### src/rtl/fir_avg_n_u.sv
// fir_avg_n_u: unsigned moving-sum FIR over the last TAPS accepted samples.
// Running-sum datapath: each accepted sample adds the new value and subtracts
// the one falling out of the delay line. The window can be flushed mid-stream
// with clear, and a fill counter tracks how many samples the window holds.
// Optional feature macro: FIR_AVG_MEAN_EN adds a rounded, saturated mean output.
// That output is only legal when TAPS is a power of two.
module fir_avg_n_u #(
    parameter int W    = 16,
    parameter int TAPS = 4,
    parameter int SW   = W + $clog2(TAPS)
) (
    input  logic                         clk,
    input  logic                         reset,
    input  logic                         in_valid,
    input  logic [W-1:0]                 a,
    input  logic                         clear,
    output logic [SW-1:0]                s,
    output logic                         out_valid,
    output logic [$clog2(TAPS+1)-1:0]    fill
`ifdef FIR_AVG_MEAN_EN
    ,
    output logic [W-1:0]                 mean
`endif
);

    localparam int FW = $clog2(TAPS + 1);

    if (TAPS < 2 || TAPS > 64) begin : g_taps_range
        $error("fir_avg_n_u: TAPS must be in 2..64");
    end

`ifdef FIR_AVG_MEAN_EN
    localparam int LOG2 = $clog2(TAPS);

    if ((TAPS & (TAPS - 1)) != 0) begin : g_taps_pow2
        $error("fir_avg_n_u: mean output needs TAPS to be a power of two");
    end

    // Divide by TAPS with round-half-up, clamped to the largest W-bit value.
    function automatic logic [W-1:0] round_sat(input logic [SW-1:0] v);
        logic [SW:0] t;
        t = {1'b0, v} + (SW+1)'(TAPS / 2);
        t = t >> LOG2;
        if (t > (SW+1)'({W{1'b1}}))
            return {W{1'b1}};
        else
            return t[W-1:0];
    endfunction
`endif

    logic [W-1:0]  line_p1 [TAPS];
    logic [SW-1:0] acc_p1;
    logic [FW-1:0] fill_p1;
    logic          vld_p1;

    logic [SW-1:0] acc_next;
    logic [FW-1:0] fill_next;
    logic          full_next;

    // Next-state arithmetic for one accepted sample. Computing in SW bits is
    // exact: the evicted value was added earlier, so the difference never
    // goes negative and the wraparound of the intermediate cancels out.
    always_comb begin
        acc_next  = acc_p1 + SW'(a) - SW'(line_p1[TAPS-1]);
        fill_next = (fill_p1 == FW'(TAPS)) ? fill_p1 : fill_p1 + 1'b1;
        full_next = (({1'b0, fill_p1} + 1'b1) >= (FW+1)'(TAPS));
    end

    // ---- stage p1: delay line, running sum, fill and window-valid pulse ----
    always_ff @(posedge clk) begin
        if (reset || clear) begin
            for (int i = 0; i < TAPS; i++) line_p1[i] <= '0;
            acc_p1  <= '0;
            fill_p1 <= '0;
            vld_p1  <= 1'b0;
        end else if (in_valid) begin
            line_p1[0] <= a;
            for (int i = 1; i < TAPS; i++) line_p1[i] <= line_p1[i-1];
            acc_p1  <= acc_next;
            fill_p1 <= fill_next;
            vld_p1  <= full_next;
        end else begin
            vld_p1  <= 1'b0;
        end
    end

`ifdef FIR_AVG_MEAN_EN
    logic [W-1:0] mean_p1;

    // Mean register, updated in lockstep with the running sum.
    always_ff @(posedge clk) begin
        if (reset || clear)
            mean_p1 <= '0;
        else if (in_valid)
            mean_p1 <= round_sat(acc_next);
    end

    assign mean = mean_p1;
`endif

    assign s         = acc_p1;
    assign out_valid = vld_p1;
    assign fill      = fill_p1;

endmodule

### config.mk
export PLATFORM = sky130hd
export DESIGN_NAME = fir_avg_n_u
export DESIGN_NICKNAME = d
export VERILOG_FILES = /design/src/rtl/fir_avg_n_u.sv
export SDC_FILE = /design/constraint.sdc
export NUM_CORES = 1
export LEC_CHECK = 0
export CAP_MARGIN = 5
export CORE_MARGIN = 2
export CORE_UTILIZATION = 50
export CTS_BUF_LIST = sky130_fd_sc_hd__clkbuf_8
export DETAILED_ROUTE_END_ITERATION = 6
export GPL_TIMING_DRIVEN = 0
export PLACE_DENSITY_LB_ADDON = 0.12
export SYNTH_ARGS = -nofsm -noshare
export SYNTH_HDL_FRONTEND = slang
export SYNTH_SLANG_ARGS = --single-unit
export TNS_END_PERCENT = 1
### constraint.sdc
create_clock -name clk -period 2.8 [get_ports clk]
set_input_delay 0.56 -clock clk [delete_from_list [all_inputs] [get_ports clk]]
set_output_delay 0.56 -clock clk [all_outputs]
set_load 0.005 [all_outputs]
==> results.cfg, run 1 <==
[status]
status = finished, final reports clean

[grt]
track_usage_pct = 21.2
grt_max_degree = 40
antenna_found_initial = 0
gr-total-overflow = 0
grt_first_pass_wirelength_mm = 16.2
grt_pass1_vias = 3223

[critical_path]
crit_arrival_ps = 3050
crit_path_cell_trace = clkdlybuf4s50_1 > inv_1 > fa_1 > inv_1 > ha_1 > clkbuf_8 > a21oi_4 > o21bai_1 > a21oi_1 > nand4_1 > o311ai_0 > nand3b_1
crit_required_ps = 3090
crit_family = adder cells
cpPeakStageDelay_ps = 530
slowest_stage = fa_1
worst-path-buf-inv = 4
crit_top_cell = inv_1
critPathMaxFanout = 8
cp-start-kind = input port
path_class = input port to flop
end_kind = flop

[logic_synthesis]
syn_nets = 494
synth_top_family_by_area = simple AND/OR/NAND/NOR gates
synth_edf_count = 64
synth_compound_area_share_pct = 9.11
yosys.area_share.adder_pct = 12.2
synth-simple-area-share_pct = 17.2
synthArstFlopShare_pct = 0
yosys_warnings = 0
yosys.area_share.xor_xnor_pct = 0.937
ys_ff_latch = 86
ys_seq_area_share_pct = 50.6
synth_cell_types = 52
synthMuxAreaShare_pct = 1.07
postSynthAreaPerCell_sq_um = 10.7
synthCells = 438
synthFlopType = edfxtp_1
netlist_area_sq_mm = 0.00467

[power_and_ir_drop]
comb_power_share_pct = 34.3
p_leak_nw = 2.55
intPower_mw = 2.37
power_switching_mw = 1.20
p_total_mw = 3.57
seqPwrFrac_pct = 41.5
powerDensity_mw_per_mm2 = 612
p_sw_share_pct = 33.7
vdd_drop_max_v = 0.000374
clockPowerShare_pct = 24.2

[timing]
fmax_ghz = 0.362
final-setup-viol-count = 0
relSlewSlack_pct = 54.7
setup_tns_ps = 0
whs_ps = 475
hold_viol = 0
maxSlewViolCount = 0
rsz0062_at_grt = true
fin_crit_sh_pct = 98.5
worst_slew_pin_slew_ps = 680
period_needed_ps = 2760
fin_skew_ps = 15.6
setup_ws_ps = 41.2

[clock_network]
htreeDepth = 3
clk_pin_slew_ps = 90
cts.sinks = 86
cts.hold.buffers_added = 0
cts_buffers = 9
cts.path.max_buffers = 2
cts-root-buf = clkbuf_8
cts_tree = done
clock_latency_ps = 360

[placed_design]
io_buffers = 41
post-place-ws_ps = -756
post-dp-hpwl_mm = 7.37
routabilityCongestion = 0.839
placedCellCount = 591
place_area_sq_mm = 0.00524

[min_path]
min_path_type = flop to flop

[finish]
stdcell_count = 617
final_area_sq_mm = 0.00583
final_util_pct = 63.7
syn2layout_area_growth_pct = 24.9
layout_common_cells = edfxtp_1, inv_1, and3_1, clkdlybuf4s50_1, nor2_1
mostFrequentLayoutCell = edfxtp_1
nNetsFinal = 557
drive_above_1_share_pct = 19.2
diodes = 0

[detailed_routing]
drt_iter0_drc = 174
totalWireLength_mm = 10.5
ant_nets = 0
num_vias = 3388
drc = 0
wl_per_cell_microns = 17.0
first_pass_iters = 5
vias_per_cell = 5.49

[floorplanning]
die_y_microns = 101
core_sq_mm = 0.00915
die_area_sq_mm = 0.0101
start_util_pct = 51.0
die_x_microns = 101
ios = 42
rows = 35

[job]
max-cap-violations = 0
sequential cells by signal, indices dropped and copies added (netlist names):
register / count
fill: 3
s: 18
line_p1: 64
out_valid: 1
kinds of logic (layout without fill, tap and decap cells):
kind of cell,after synthesis,count (layout)
and+or+nand+nor,149,149
buffers and inverters,93,161
DFF,86,86
AOI/OAI and AO/OA,64,64
adders and majority gates,36,36
xor gates and xnor gates,5,5
muxes,5,5
cell type report:
cell class / instances / area [sq um]
buffer: 22 / 148
tap: 111 / 139
multi-input combinational: 259 / 2210
sequential: 86 / 2360
clock buffer: 9 / 124
clock inverter: 7 / 72.6
inverter: 71 / 267
fill: 706 / 3320
timing repair buffer: 52 / 508
synthesized netlist by cell type, types with 6 or more instances:
cell type	number	area share, %
nor3_1	7	0.75
nand4_1	7	0.94
ha_1	20	5.4
o21ai_0	6	0.64
nor2_1	34	2.7
and3_1	51	6.8
dfxtp_1	22	9.4
a21oi_1	24	2.6
nand3_1	13	1.4
fa_1	16	6.9
inv_1	71	5.7
o21a_1	6	0.96
clkbuf_1	15	1.2
nand2_1	15	1.2
edfxtp_1	64	41
power by group through the flow:
stage	clock network (mW)	registers, mW	logic (mW)
after floorplan	0	1.50	0.662
after global placement	0	1.51	0.890
after detailed placement	0	1.51	0.913
after CTS	0.889	1.48	1.06
after global routing	0.937	1.49	1.34
final	0.863	1.48	1.22
tightest hold or removal path, stage by stage, from the launching register on:
cell     delay, ps
dfxtp_1        330
nand2_1         50
mux2i_1         50
routing by layer:
metal	global-route usage (%)	share of wire (%)
met2	34.2	49
met3	3.05	5.6
met1	29.0	44
met4	8.43	1.3
met5	0	0
timing repair:
action,CTS,global route
setup buffers,4,6
resized for setup,37,36
hold endpoints to repair,0,0
endpoints found under the setup margin,11,10
pin swaps,14,21
final timing paths:
| check | slack (ps) | start | end | depth (start not counted) |
|---|---|---|---|---|
| worst max-delay path | 40 | a[12] | s[15] | 12 |
| worst min-delay path | 470 | s[17] | s[17] | 2 |
| worst max register to register | 120 | s[0] | s[16] | 12 |
| worst min register to register | 470 | s[17] | s[17] | 2 |
(Power assumes the default switching activity.)
==> inputs of run 2 (changes only) <==
==> constraint.sdc (replaced) <==
create_clock -name clk -period 2.42 [get_ports clk]
set_input_delay 0.484 -clock clk [delete_from_list [all_inputs] [get_ports clk]]
set_output_delay 0.484 -clock clk [all_outputs]
set_load 0.005 [all_outputs]
==> run 2 against run 1 <==
  * The flow now finishes with violations (setup timing)
  * Die area is the same
  * Global-route usage rose by 0.51 points
  * Register-to-register slack worse by 390 ps
  * Sequential power rose by 16%
  * Clock skew decreased by 4.5 ps
  * Non-clock buffer count is 7 higher
  * Worst hold slack improved by 7.2 ps
  * Critical path depth unchanged
  * Sequential share of layout area is 0.65 points lower
  * Largest cell class unchanged
==> results.cfg, run 2 (synthesis gave the netlist of run 1 again) <==
[finish]
filler_cell_count = 734
stdcell_count = 625
final_util_pct = 64.8
drive_above_1_share_pct = 23.2
mostFrequentLayoutCell = edfxtp_1
layout_common_cells = edfxtp_1, and3_1, inv_1, clkdlybuf4s50_1, nor2_1
regArea_sq_mm = 0.00237
top_register = line_p1
largest_reg_flops = 64
multi_input_area_sq_mm = 0.00225
nNetsFinal = 565
final_area_sq_mm = 0.00593
diodes = 0
syn2layout_area_growth_pct = 27.0

[critical_path]
end_kind = flop
crit_arrival_ps = 3000
cp-start-kind = flop
crit_required_ps = 2730
critPathMaxFanout = 5
path_class = flop to flop

[timing]
final-setup-viol-count = 10
rsz0062_at_grt = true
setup_tns_ps = -1640
setup_ws_ps = -266
maxSlewViolCount = 0
worst_slew_pin_slew_ps = 707
fin_crit_sh_pct = 111
fmax_ghz = 0.372
relSlewSlack_pct = 52.9
hold_viol = 0
whs_ps = 482
period_needed_ps = 2690
fin_skew_ps = 11.1

[floorplanning]
ios = 42
die_x_microns = 101
start_util_pct = 51.0
core_sq_mm = 0.00915
rows = 35
die_y_microns = 101
die_area_sq_mm = 0.0101

[detailed_routing]
first_pass_iters = 4
wl_per_cell_microns = 17.3
ant_nets = 0
drc = 0
drt_iter0_drc = 120
totalWireLength_mm = 10.8
vias_per_cell = 5.46
num_vias = 3411

[power_and_ir_drop]
seqPwrFrac_pct = 40.8
clockPowerShare_pct = 23.6
intPower_mw = 2.78
powerDensity_mw_per_mm2 = 708
p_leak_nw = 2.59
comb_power_share_pct = 35.6
power_switching_mw = 1.42
vdd_drop_max_v = 0.000421
p_sw_share_pct = 33.7
p_total_mw = 4.20

[clock_network]
cts_buffers = 9
clk_pin_slew_ps = 100
cts-root-buf = clkbuf_8
cts.path.max_buffers = 2
clock_latency_ps = 360
htreeDepth = 3
cts.hold.buffers_added = 0
cts.sinks = 86
cts_tree = done

[grt]
grt_first_pass_wirelength_mm = 16.6
antenna_found_initial = 0
grt_max_degree = 38
track_usage_pct = 21.7
gr-total-overflow = 0
grt_pass1_vias = 3347

[placed_design]
post-place-ws_ps = -1030
io_buffers = 41
routabilityCongestion = 0.846
post-dp-hpwl_mm = 7.52
place_area_sq_mm = 0.00533
placedCellCount = 591

[status]
status = complete, but fails checks
violations = setup timing

[job]
max-cap-violations = 0

[min_path]
min_path_type = flop to flop
[run 2: cell types whose count changed in the layout (fill, tap and decap cells not counted), sizes merged]
cell,change
dlygate4sd2,+3
clkdlybuf4s50,-4
buf,+9
clkinvlp,+2
clkbuf,-1
clkinv,-1
[run 2: power groups by stage]
stage / logic [mW] / clock network (mW) / registers, mW
after floorplan: 0.826 / 0 / 1.74
after global placement: 1.10 / 0 / 1.74
after detailed placement: 1.13 / 0 / 1.74
after CTS: 1.32 / 1.01 / 1.71
after global routing: 1.63 / 1.07 / 1.72
final: 1.50 / 0.991 / 1.71
[run 2: worst max-delay path, cell delays in order, from the launching register on]
cell and delay, ps:
dfxtp_2 340, inv_1 40, ha_1 290, inv_1 70, ha_2 190, inv_1 60, fa_2 350, nand2b_4 160
a211oi_4 250, o2111ai_1 140, and3_4 200, or4_4 480, nand3_2 80
[run 2: area by class of cell]
cell class,count,share of cell area (%)
well taps,111,2.34
plain buffers,22,2.51
flip-flops and latches,86,39.9
clock inverters,7,1.12
inverters,71,4.68
repair inverters,1,0.127
clock buffers,9,2.09
multi-input cells,259,37.9
repair buffers,59,9.30
[run 2: path summary, 6_finish.rpt]
path	cells past startpoint	endpoint	from	slack [ps]
worst max-delay path	12	s[16]	s[0]	-270
worst min-delay path	2	s[17]	s[17]	480
worst max register to register	12	s[16]	s[0]	-270
worst min register to register	2	s[17]	s[17]	480
[run 2: layer usage]
metal	GRT usage (%)	vias to the layer above	part of all wire, %
met5	0	-	0
met4	7.80	0	2.3
met3	3.61	22	3.7
met2	36.6	76	49
met1	28.3	1659	45
li1	-	1654	-
[run 2: what timing repair did]
action | 4_1_cts | 5_1_grt
pin swaps | 31 | 19
gates resized for setup | 53 | 33
gates cloned | 0 | 1
setup buffers | 10 | 7
setup endpoints to repair | 77 | 77
==> inputs of run 3 (changes only) <==
--- a/config.mk
+++ b/config.mk
@@ -6,8 +6,10 @@
 export NUM_CORES = 1
 export LEC_CHECK = 0
 export CAP_MARGIN = 5
+export CELL_PAD_IN_SITES_DETAIL_PLACEMENT = 1
+export CELL_PAD_IN_SITES_GLOBAL_PLACEMENT = 1
 export CORE_MARGIN = 2
-export CORE_UTILIZATION = 50
+export CORE_UTILIZATION = 43
 export CTS_BUF_LIST = sky130_fd_sc_hd__clkbuf_8
 export DETAILED_ROUTE_END_ITERATION = 6
 export GPL_TIMING_DRIVEN = 0
==> run 3 against run 2 <==
  * The run still ends with setup timing left
  * Worst setup slack got worse by 2.5 ps
  * Maximum frequency hardly changed
  * Clock power increased by 5%
  * Critical path depth fell by 1
  * Largest power group unchanged
==> results.cfg, run 3 (synthesis gave the netlist of run 1 again) <==
[status]
status = complete, but fails checks
violations = setup timing

[finish]
layout_common_cells = edfxtp_1, inv_1, and3_1, clkdlybuf4s50_1, nor2_1
final_area_sq_mm = 0.00603
top_register = line_p1
regArea_sq_mm = 0.00236
drive_above_1_share_pct = 22.4
largest_reg_flops = 64
nNetsFinal = 564
multi_input_area_sq_mm = 0.00230
syn2layout_area_growth_pct = 29.1
diodes = 0
mostFrequentLayoutCell = edfxtp_1
filler_cell_count = 1144

[clock_network]
clk_pin_slew_ps = 100
clock_latency_ps = 360
cts_buffers = 9
cts.sinks = 86
cts_tree = done
cts-root-buf = clkbuf_8
cts.path.max_buffers = 2
cts.hold.buffers_added = 0
htreeDepth = 3

[detailed_routing]
wl_per_cell_microns = 18.4
first_pass_iters = 4
totalWireLength_mm = 12.0
ant_nets = 0
vias_per_cell = 5.24
drt_iter0_drc = 102
num_vias = 3422
drc = 0

[placed_design]
place_area_sq_mm = 0.00537
io_buffers = 41
routabilityCongestion = 0.812
post-dp-hpwl_mm = 8.45

[power_and_ir_drop]
powerDensity_mw_per_mm2 = 719
p_total_mw = 4.34
vdd_drop_max_v = 0.000361
p_leak_nw = 2.58

[floorplanning]
ios = 42
die_area_sq_mm = 0.0117
start_util_pct = 43.7
core_sq_mm = 0.0107
die_x_microns = 108
rows = 38
die_y_microns = 108

[critical_path]
cpPeakStageDelay_ps = 510
slowest_stage = fa_1
end_kind = flop
crit_required_ps = 2720
crit_family = adder cells
crit_path_cell_trace = clkdlybuf4s50_1 > inv_2 > fa_1 > inv_2 > ha_4 > buf_6 > nand4_1 > a21oi_4 > o211ai_2 > a2111o_1 > nand3b_1
crit_top_cell = inv_2
cp-start-kind = input port
critPathMaxFanout = 7
worst-path-buf-inv = 4
crit_arrival_ps = 2990
path_class = input port to flop

[grt]
grt_max_degree = 47
antenna_found_initial = 0
track_usage_pct = 21.4
gr-total-overflow = 0
grt_first_pass_wirelength_mm = 18.6
grt_pass1_vias = 3509

[timing]
rsz0062_at_grt = true
relSlewSlack_pct = 50.4
worst_slew_pin_slew_ps = 744
hold_viol = 0
maxSlewViolCount = 0
period_needed_ps = 2690
final-setup-viol-count = 67
setup_ws_ps = -269
fin_skew_ps = 12.1
fmax_ghz = 0.372
fin_crit_sh_pct = 111

[job]
max-cap-violations = 0

[min_path]
min_path_type = flop to flop
## run 3: cell types whose count changed in the layout (fill, tap and decap cells not counted), moves of 3 or more
cell,before,now
a21oi_2,8,4
a21oi_1,11,14
clkdlybuf4s50_1,33,36
ha_4,11,14
inv_1,50,53
## run 3: timing repair
item	in CTS	in global routing
setup buffers	9	7
resized for setup	61	23
pin swaps	34	23
gates cloned	0	1
endpoints found under the setup margin	60	77
## run 3: routing by layer
metal	share of wire, %	vias to the layer above	GRT usage, %
li1	-	1652	-
met5	0	-	0
met4	1.5	0	6.32
met2	51	50	36.3
met3	3.6	12	3.74
met1	44	1708	28.2
## run 3: per-stage QoR
stage | setup slack, ps | utilization [%] | cells | TNS (ps) | hold slack [ps]
6_report | -269 | 56.4 | 653 | -9340 | 482
4_1_cts | -260 | 54.7 | 645 | -9310 | 486
5_1_grt | -332 | 56.4 | 653 | -14820 | 500
3_3_place_gp | -1140 | 50.0 | 619 | -85120 | 450
3_5_place_dp | -995 | 50.2 | 620 | -40350 | 473
2_1_floorplan | -107 | - | 438 | -4850 | 460
## run 3: area by class of cell
class / instances / share of cell area (%)
Inverter: 71 / 4.60
Clock inverter: 7 / 1.20
Buffer: 22 / 2.47
Timing Repair Buffer: 58 / 9.33
Tap cell: 140 / 2.90
Timing Repair inverter: 1 / 0.0830
Multi-Input combinational cell: 259 / 38.1
Sequential cell: 86 / 39.2
Clock buffer: 9 / 2.05
## run 3: power by group
group	switching [mW]	internal (mW)	total, mW
sequential	0.0476	1.67	1.71
clock	0.557	0.481	1.04
combinational	0.820	0.767	1.59
## run 3: worst reg2reg max path: stages (launching register included)
cell	delay, ps
edfxtp_1	410
fa_2	590
inv_1	80
ha_4	270
a21oi_2	60
nand4b_1	270
buf_4	220
a211o_1	340
nand3_2	100
o311ai_4	90
mux2i_1	130
## run 3: worst paths after layout
kind / startpoint / to / slack [ps] / cells after the start
worst max-delay path: a[8] / s[15] / -270 / 11
worst min-delay path: s[17] / s[17] / 480 / 2
worst max register to register: line_p1[0][49] / s[17] / -240 / 10
worst min register to register: s[17] / s[17] / 480 / 2
